--- src/rtl/fft_pkg.sv ---
// Shared FFT types: twiddle mode encoding, a wide complex helper and the (-j)^q rotation.
package fft_pkg;

  typedef enum logic [1:0] {
    TW_NONE    = 2'd0,
    TW_HALF    = 2'd1,
    TW_QUARTER = 2'd2
  } tw_mode_e;

  localparam int CPLX_W = 32;

  typedef struct packed {
    logic signed [CPLX_W-1:0] re;
    logic signed [CPLX_W-1:0] im;
  } cplx_t;

  // Multiply by (-j)^q using swaps and negations only.
  function automatic cplx_t rot_nj(input cplx_t x, input logic [1:0] q);
    cplx_t r;
    case (q)
      2'd0:    begin r.re = x.re;  r.im = x.im;  end
      2'd1:    begin r.re = x.im;  r.im = -x.re; end
      2'd2:    begin r.re = -x.re; r.im = -x.im; end
      default: begin r.re = -x.im; r.im = x.re;  end
    endcase
    return r;
  endfunction

endpackage

--- src/rtl/bfly_lane.sv ---
// One butterfly lane, purely combinational: sign-extended add/sub feeding S1, and rotate plus
// optional round-half-up/saturate (BFLY_SCALE_EN) feeding S2.
module bfly_lane
  import fft_pkg::*;
#(
  parameter int IN_W  = 9,
  parameter int OUT_W = IN_W + 1
) (
  input  logic signed [IN_W-1:0]  a_re,
  input  logic signed [IN_W-1:0]  a_im,
  input  logic signed [IN_W-1:0]  b_re,
  input  logic signed [IN_W-1:0]  b_im,
  output logic signed [IN_W:0]    ab_sum_re,
  output logic signed [IN_W:0]    ab_sum_im,
  output logic signed [IN_W:0]    ab_dif_re,
  output logic signed [IN_W:0]    ab_dif_im,
  input  logic signed [IN_W:0]    p_sum_re,
  input  logic signed [IN_W:0]    p_sum_im,
  input  logic signed [IN_W:0]    p_dif_re,
  input  logic signed [IN_W:0]    p_dif_im,
  input  logic [1:0]              q,
  output logic signed [OUT_W-1:0] fin_sum_re,
  output logic signed [OUT_W-1:0] fin_sum_im,
  output logic signed [OUT_W-1:0] fin_dif_re,
  output logic signed [OUT_W-1:0] fin_dif_im
);

  // One extra bit of headroom makes both sum and difference exact.
  assign ab_sum_re = {a_re[IN_W-1], a_re} + {b_re[IN_W-1], b_re};
  assign ab_sum_im = {a_im[IN_W-1], a_im} + {b_im[IN_W-1], b_im};
  assign ab_dif_re = {a_re[IN_W-1], a_re} - {b_re[IN_W-1], b_re};
  assign ab_dif_im = {a_im[IN_W-1], a_im} - {b_im[IN_W-1], b_im};

`ifdef BFLY_SCALE_EN
  localparam logic signed [CPLX_W-1:0] SAT_HI = CPLX_W'((1 <<< (IN_W - 1)) - 1);
  localparam logic signed [CPLX_W-1:0] SAT_LO = -SAT_HI - 1;

  function automatic logic [OUT_W-1:0] fmt(input logic signed [CPLX_W-1:0] x);
    logic signed [CPLX_W-1:0] y;
    y = (x + 1) >>> 1;
    if (y > SAT_HI)
      y = SAT_HI;
    else if (y < SAT_LO)
      y = SAT_LO;
    return y[OUT_W-1:0];
  endfunction
`else
  function automatic logic [OUT_W-1:0] fmt(input logic signed [CPLX_W-1:0] x);
    return x[OUT_W-1:0];
  endfunction
`endif

  cplx_t dif_w, rot_w;

  always_comb begin
    dif_w.re = CPLX_W'(p_dif_re);
    dif_w.im = CPLX_W'(p_dif_im);
    rot_w    = rot_nj(dif_w, q);
  end

  assign fin_sum_re = fmt(CPLX_W'(p_sum_re));
  assign fin_sum_im = fmt(CPLX_W'(p_sum_im));
  assign fin_dif_re = fmt(rot_w.re);
  assign fin_dif_im = fmt(rot_w.im);

endmodule

--- src/rtl/butterfly_stage_param.sv ---
// Radix-2 DIF butterfly stage over LANES lanes with beat-indexed trivial twiddle; BFLY_SCALE_EN scales to IN_W.
// Latency 2 cycles (S1 add/sub, S2 twiddle/scale); a stalled output freezes both stages, no skid buffer.
module butterfly_stage_param
  import fft_pkg::*;
#(
  parameter int IN_W      = 9,
  parameter int LANES     = 16,
  parameter int BLOCK_LEN = 16,
  parameter int TW_MODE   = 1,
  parameter int TAIL_LEN  = 17,
`ifdef BFLY_SCALE_EN
  localparam int OUT_W = IN_W
`else
  localparam int OUT_W = IN_W + 1
`endif
) (
  input  logic                         clk,
  input  logic                         rst,
  input  logic                         in_valid,
  output logic                         in_ready,
  input  logic [LANES-1:0][IN_W-1:0]   in_a_re,
  input  logic [LANES-1:0][IN_W-1:0]   in_a_im,
  input  logic [LANES-1:0][IN_W-1:0]   in_b_re,
  input  logic [LANES-1:0][IN_W-1:0]   in_b_im,
  output logic                         out_valid,
  input  logic                         out_ready,
  output logic [LANES-1:0][OUT_W-1:0]  sum_re,
  output logic [LANES-1:0][OUT_W-1:0]  sum_im,
  output logic [LANES-1:0][OUT_W-1:0]  dif_re,
  output logic [LANES-1:0][OUT_W-1:0]  dif_im,
  output logic                         blk_first,
  output logic                         blk_last,
  output logic                         sr_valid
);

  localparam int BW = $clog2(BLOCK_LEN);
  localparam int TW = $clog2(TAIL_LEN + 1);
  localparam int SW = IN_W + 1;

  logic [BW-1:0] beat_idx, s1_beat;
  logic [TW-1:0] tail_cnt;
  logic          s1_full, s2_full, s2_adv, accept;
  logic [1:0]    q;

  logic [LANES-1:0][SW-1:0]    ab_sum_re, ab_sum_im, ab_dif_re, ab_dif_im;
  logic [LANES-1:0][SW-1:0]    s1_sum_re, s1_sum_im, s1_dif_re, s1_dif_im;
  logic [LANES-1:0][OUT_W-1:0] fin_sum_re, fin_sum_im, fin_dif_re, fin_dif_im;

  assign s2_adv    = s1_full && (!s2_full || out_ready);
  assign in_ready  = !s1_full || s2_adv;
  assign accept    = in_valid && in_ready;
  assign out_valid = s2_full;
  assign sr_valid  = tail_cnt != '0;

  // Quadrant derives from the beat index carried alongside the S1 data.
  always_comb begin
    q = 2'd0;
    if (TW_MODE == int'(TW_HALF))
      q = {1'b0, s1_beat[BW-1]};
    else if (TW_MODE == int'(TW_QUARTER))
      q = s1_beat[BW-1 -: 2];
  end

  for (genvar l = 0; l < LANES; l++) begin : g_lane
    bfly_lane #(.IN_W(IN_W), .OUT_W(OUT_W)) u_lane (
      .a_re      (in_a_re[l]),
      .a_im      (in_a_im[l]),
      .b_re      (in_b_re[l]),
      .b_im      (in_b_im[l]),
      .ab_sum_re (ab_sum_re[l]),
      .ab_sum_im (ab_sum_im[l]),
      .ab_dif_re (ab_dif_re[l]),
      .ab_dif_im (ab_dif_im[l]),
      .p_sum_re  (s1_sum_re[l]),
      .p_sum_im  (s1_sum_im[l]),
      .p_dif_re  (s1_dif_re[l]),
      .p_dif_im  (s1_dif_im[l]),
      .q         (q),
      .fin_sum_re(fin_sum_re[l]),
      .fin_sum_im(fin_sum_im[l]),
      .fin_dif_re(fin_dif_re[l]),
      .fin_dif_im(fin_dif_im[l])
    );
  end

  always_ff @(posedge clk or posedge rst) begin
    if (rst) begin
      beat_idx  <= '0;
      tail_cnt  <= '0;
      s1_full   <= 1'b0;
      s2_full   <= 1'b0;
      s1_beat   <= '0;
      s1_sum_re <= '0;
      s1_sum_im <= '0;
      s1_dif_re <= '0;
      s1_dif_im <= '0;
      sum_re    <= '0;
      sum_im    <= '0;
      dif_re    <= '0;
      dif_im    <= '0;
      blk_first <= 1'b0;
      blk_last  <= 1'b0;
    end else begin
      if (accept) begin
        beat_idx  <= beat_idx + 1'b1;
        s1_beat   <= beat_idx;
        s1_sum_re <= ab_sum_re;
        s1_sum_im <= ab_sum_im;
        s1_dif_re <= ab_dif_re;
        s1_dif_im <= ab_dif_im;
      end

      // Tail keeps counting through output stalls.
      if (accept)
        tail_cnt <= TW'(TAIL_LEN);
      else if (tail_cnt != '0)
        tail_cnt <= tail_cnt - 1'b1;

      s1_full <= accept || (s1_full && !s2_adv);

      if (s2_adv) begin
        sum_re    <= fin_sum_re;
        sum_im    <= fin_sum_im;
        dif_re    <= fin_dif_re;
        dif_im    <= fin_dif_im;
        blk_first <= s1_beat == '0;
        blk_last  <= s1_beat == BW'(BLOCK_LEN - 1);
      end

      s2_full <= s2_adv || (s2_full && !out_ready);
    end
  end

endmodule
--- config.mk ---
export PLATFORM = sky130hd
export DESIGN_NAME = butterfly_stage_param
export DESIGN_NICKNAME = d
export VERILOG_FILES = /design/src/rtl/fft_pkg.sv /design/src/rtl/bfly_lane.sv /design/src/rtl/butterfly_stage_param.sv
export SDC_FILE = /design/constraint.sdc
export NUM_CORES = 2
export LEC_CHECK = 0
export CORE_AREA = 2 2 476 478
export CTS_BUF_LIST = sky130_fd_sc_hd__clkbuf_8
export CTS_CLUSTER_DIAMETER = 100
export CTS_CLUSTER_SIZE = 8
export DETAILED_ROUTE_END_ITERATION = 8
export DIE_AREA = 0 0 478 480
export HOLD_SLACK_MARGIN = 0.02
export SLEW_MARGIN = 20
export SYNTH_ARGS = -nofsm -noshare
export SYNTH_HDL_FRONTEND = slang
export SYNTH_SLANG_ARGS = --single-unit
--- constraint.sdc ---
create_clock -name clk -period 78.8 [get_ports clk]
set_clock_uncertainty 0.15 [all_clocks]
set_input_delay 7.88 -clock clk [delete_from_list [all_inputs] [get_ports clk]]
set_output_delay 7.88 -clock clk [all_outputs]
set_load 0.005 [all_outputs]
==> impl_metrics.env <==
export IMPL_status="finished, final reports clean"
export IMPL_crit_type="in2out"
export IMPL_ys_ff_latch=1265
export IMPL_wl_met1_um=109000
export IMPL_clkTransAtPathRegs_ns=0.07
export IMPL_clock_sinks=1265
export IMPL_finalSetupViolCount=0
export IMPL_wl_per_cell_um=22.5
export IMPL_p_int_w=0.00149
export IMPL_avgSynthCellArea_um2=9.48
export IMPL_met3_length_um=21300
export IMPL_die_area_um2=229000
export IMPL_p_sw_share_pct=36.3
export IMPL_viasPerCell=5.15
export IMPL_hold_viol=0
export IMPL_grtUsageTotal_pct=23.0
export IMPL_grt_pass1_wl_um=401000
export IMPL_synth_top_cell_area_share_pct=41.4
export IMPL_place_inst=11900
export IMPL_cts_tree="yes"
export IMPL_finalSetupTns_ns=0
export IMPL_nFillCells=21800
export IMPL_drc=0
export IMPL_cp_arrival_ns=9.29
export IMPL_cp_data_required_time_ns=70.77
export IMPL_hold_path_class="reg2reg"
export IMPL_rsz0062_at_grt="false"
export IMPL_combPwrFrac_pct=37.8
export IMPL_h_tree_depth=4
export IMPL_cap_violations=0
export IMPL_yosysSeqAreaShare_pct=41.4
export IMPL_die_h_um=480
export IMPL_postLayoutCoreUtil_pct=41.8
export IMPL_start_util_pct=34.2
export IMPL_drt_iter0_markers=3595
export IMPL_yosys_warnings=0
export IMPL_irDropWorstVdd_mv=0.0159
export IMPL_wl_um=272000
export IMPL_critPathMaxFanout=6
export IMPL_slew_headroom_pct=27.1
export IMPL_post_route_min_period_ns=17.32
export IMPL_overflow=0
export IMPL_finalMaxSlewViolations=0
export IMPL_drtPass1Iterations=5
export IMPL_leakage_nw=40.9
export IMPL_rows=174
export IMPL_syn_to_final_growth_pct=22.4
export IMPL_max_freq_mhz=57.7
export IMPL_holdWs_ns=0.318
export IMPL_synth_edf_count=0
export IMPL_stdcell_count=12100
export IMPL_ys_types=73
export IMPL_cp_end_kind="output port"
export IMPL_drt_antenna_violating_nets=0
export IMPL_synth_top_flop_cell="dfrtp_1"
export IMPL_yosys_top_cells_count="1265 x dfrtp_1, 973 x nand2_1, 916 x o21ai_0, 594 x ha_1, 565 x inv_1"
export IMPL_port_buffers=1224
export IMPL_power_switching_w=0.000850
export IMPL_setup_worst_path_start_class="primary input"
export IMPL_top_layer_used="met5"
export IMPL_pwr_share_clk_pct=20.1
export IMPL_syn_instance_count=8069
export IMPL_post_synth_top_count_cell="dfrtp_1"
export IMPL_ios=1225
export IMPL_cts_buffer_depth=3
export IMPL_layout_setup_ws_ns=61.48
export IMPL_power_share_sequential_pct=42.1
export IMPL_met2_length_um=127000
export IMPL_clk_latency_ns=0.99
export IMPL_synth_fp_nets=9307
export IMPL_worstMarginPinSlew_ns=1.09
export IMPL_postCtsResizedCells=0
export IMPL_drive_gt1_share_pct=6.53
export IMPL_hpwlAfterDp_um=212000
export IMPL_syn_cell_area_um2=76500
export IMPL_nNetsFinal=10300
export IMPL_pre_cts_slack_ns=61.44
export IMPL_grt_max_degree=228
export IMPL_antenna_found_initial=98
export IMPL_post_cts_buffers=0
export IMPL_place_gp_congestion=0.936
export IMPL_die_x_um=478
export IMPL_power_density_nw_per_um2=25.0
export IMPL_ctsHoldBuffers=0
export IMPL_coreArea_um2=224000
export IMPL_yosysTopAreaCell="dfrtp_1"
export IMPL_finalCritPeriodShare_pct=22.0
export IMPL_vias=62400
export IMPL_cts_made_buffers=179
export IMPL_grt_pass1_vias=61500
export IMPL_cts_root_buf="clkbuf_8"
export IMPL_synth_area_top_cells="dfrtp_1 41%, ha_1 9.7%, o21ai_0 6.0%"
export IMPL_async_reset_ff_share_pct=100
-- metrics by stage --
step	total power [W]	area, um2
6_report	0.00234	93700
5_1_grt	0.00249	93700
4_1_cts	0.00237	93600
3_5_place_dp	0.00189	91000
3_3_place_gp	0.00187	91000
2_1_floorplan	0.00139	76500
-- layout by cell type (no fill, tap or decap), types with 68 or more instances in the layout --
cell             instances
xor2_1                 169
nor2b_1                 77
o21ai_0                916
o21bai_1                74
mux2i_1                324
a31oi_1                108
a211oi_1                68
o31ai_1                 86
mux2_2                 309
clkdlybuf4s50_1       1224
ha_1                   594
xnor2_1                225
a21oi_1                255
nand3_1                113
dfrtp_1               1264
nor2_1                 369
clkbuf_8               181
inv_1                  566
nand2_1                972
nor3_1                 176
nand2b_1               168
-- logic make-up (layout without fill, tap and decap cells) --
group                      count (synthesis)  in the layout  share of synthesized area (%)
and+or+nand+nor                         2166           2166                           13.2
AOI/OAI and AO/OA                       1921           1921                           15.3
DFF                                     1265           1265                           41.4
buffers and inverters                   1032           2032                           5.40
adders and majority gates                658            658                           11.4
muxes                                    633            633                           8.78
xor gates and xnor gates                 394            394                           4.51
other                                      0             40                              0
-- worst max-delay path, stage by stage --
cell and delay, ns:
clkdlybuf4s50_1 0.51, nand3b_4 0.30, clkdlybuf4s50_1 0.56
-- area by class of cell --
cell class                 instances  area (um2)  area share [%]
antenna                           40         100           0.107
clock buffer                     181        2490            2.66
clock inverter                    16         144           0.154
inverter                         565        2130            2.27
multi-input combinational       5772       40800            43.5
sequential                      1265       31700            33.8
tap                             2992        3740            3.99
timing repair buffer            1270       12700            13.5
-- worst paths after layout --
path                                            startpoint                   endpoint  slack [ns]  cells past startpoint
worst max-delay path                             out_ready                   in_ready       61.48                      3
worst min-delay path            s1_sum_re[146]$_DFFE_PP0P_    sum_re[146]$_DFFE_PP0P_        0.32                      1
worst max register to register           s1_full$_DFF_PP0_  s1_dif_im[39]$_DFFE_PP0P_       73.28                      8
worst min register to register  s1_sum_re[146]$_DFFE_PP0P_    sum_re[146]$_DFFE_PP0P_        0.32                      1
max in group asynchronous                              rst     sum_re[18]$_DFFE_PP0P_       66.90                      7
min in group asynchronous                              rst    dif_re[107]$_DFFE_PP0P_        7.28                      2
-- per-layer routing --
layer	GRT usage [%]	vias to the layer above
met2	37.7	1771
met3	7.15	473
met4	11.2	72
li1	-	29800
met5	0	-
met1	27.4	30300
-- power groups by stage --
stage	logic [W]	registers (W)	clock network, W
after floorplan	0.000432	0.000954	0
final	0.000885	0.000987	0.000470
after global routing	0.000966	0.00101	0.000510
after CTS	0.000896	0.000988	0.000487
after global placement	0.000881	0.000993	0
after detailed placement	0.000892	0.000997	0
-- sequential cells by signal, indices dropped and copies added, names as in the netlist, 4 cells and up --
register and flops:
dif_im 160, dif_re 160, s1_sum_im 160, sum_im 160, sum_re 160, s1_sum_re 154
s1_dif_re 150, s1_dif_im 144, tail_cnt 5, beat_idx 4, s1_beat 4
Power figures use the tool's default switching activity.
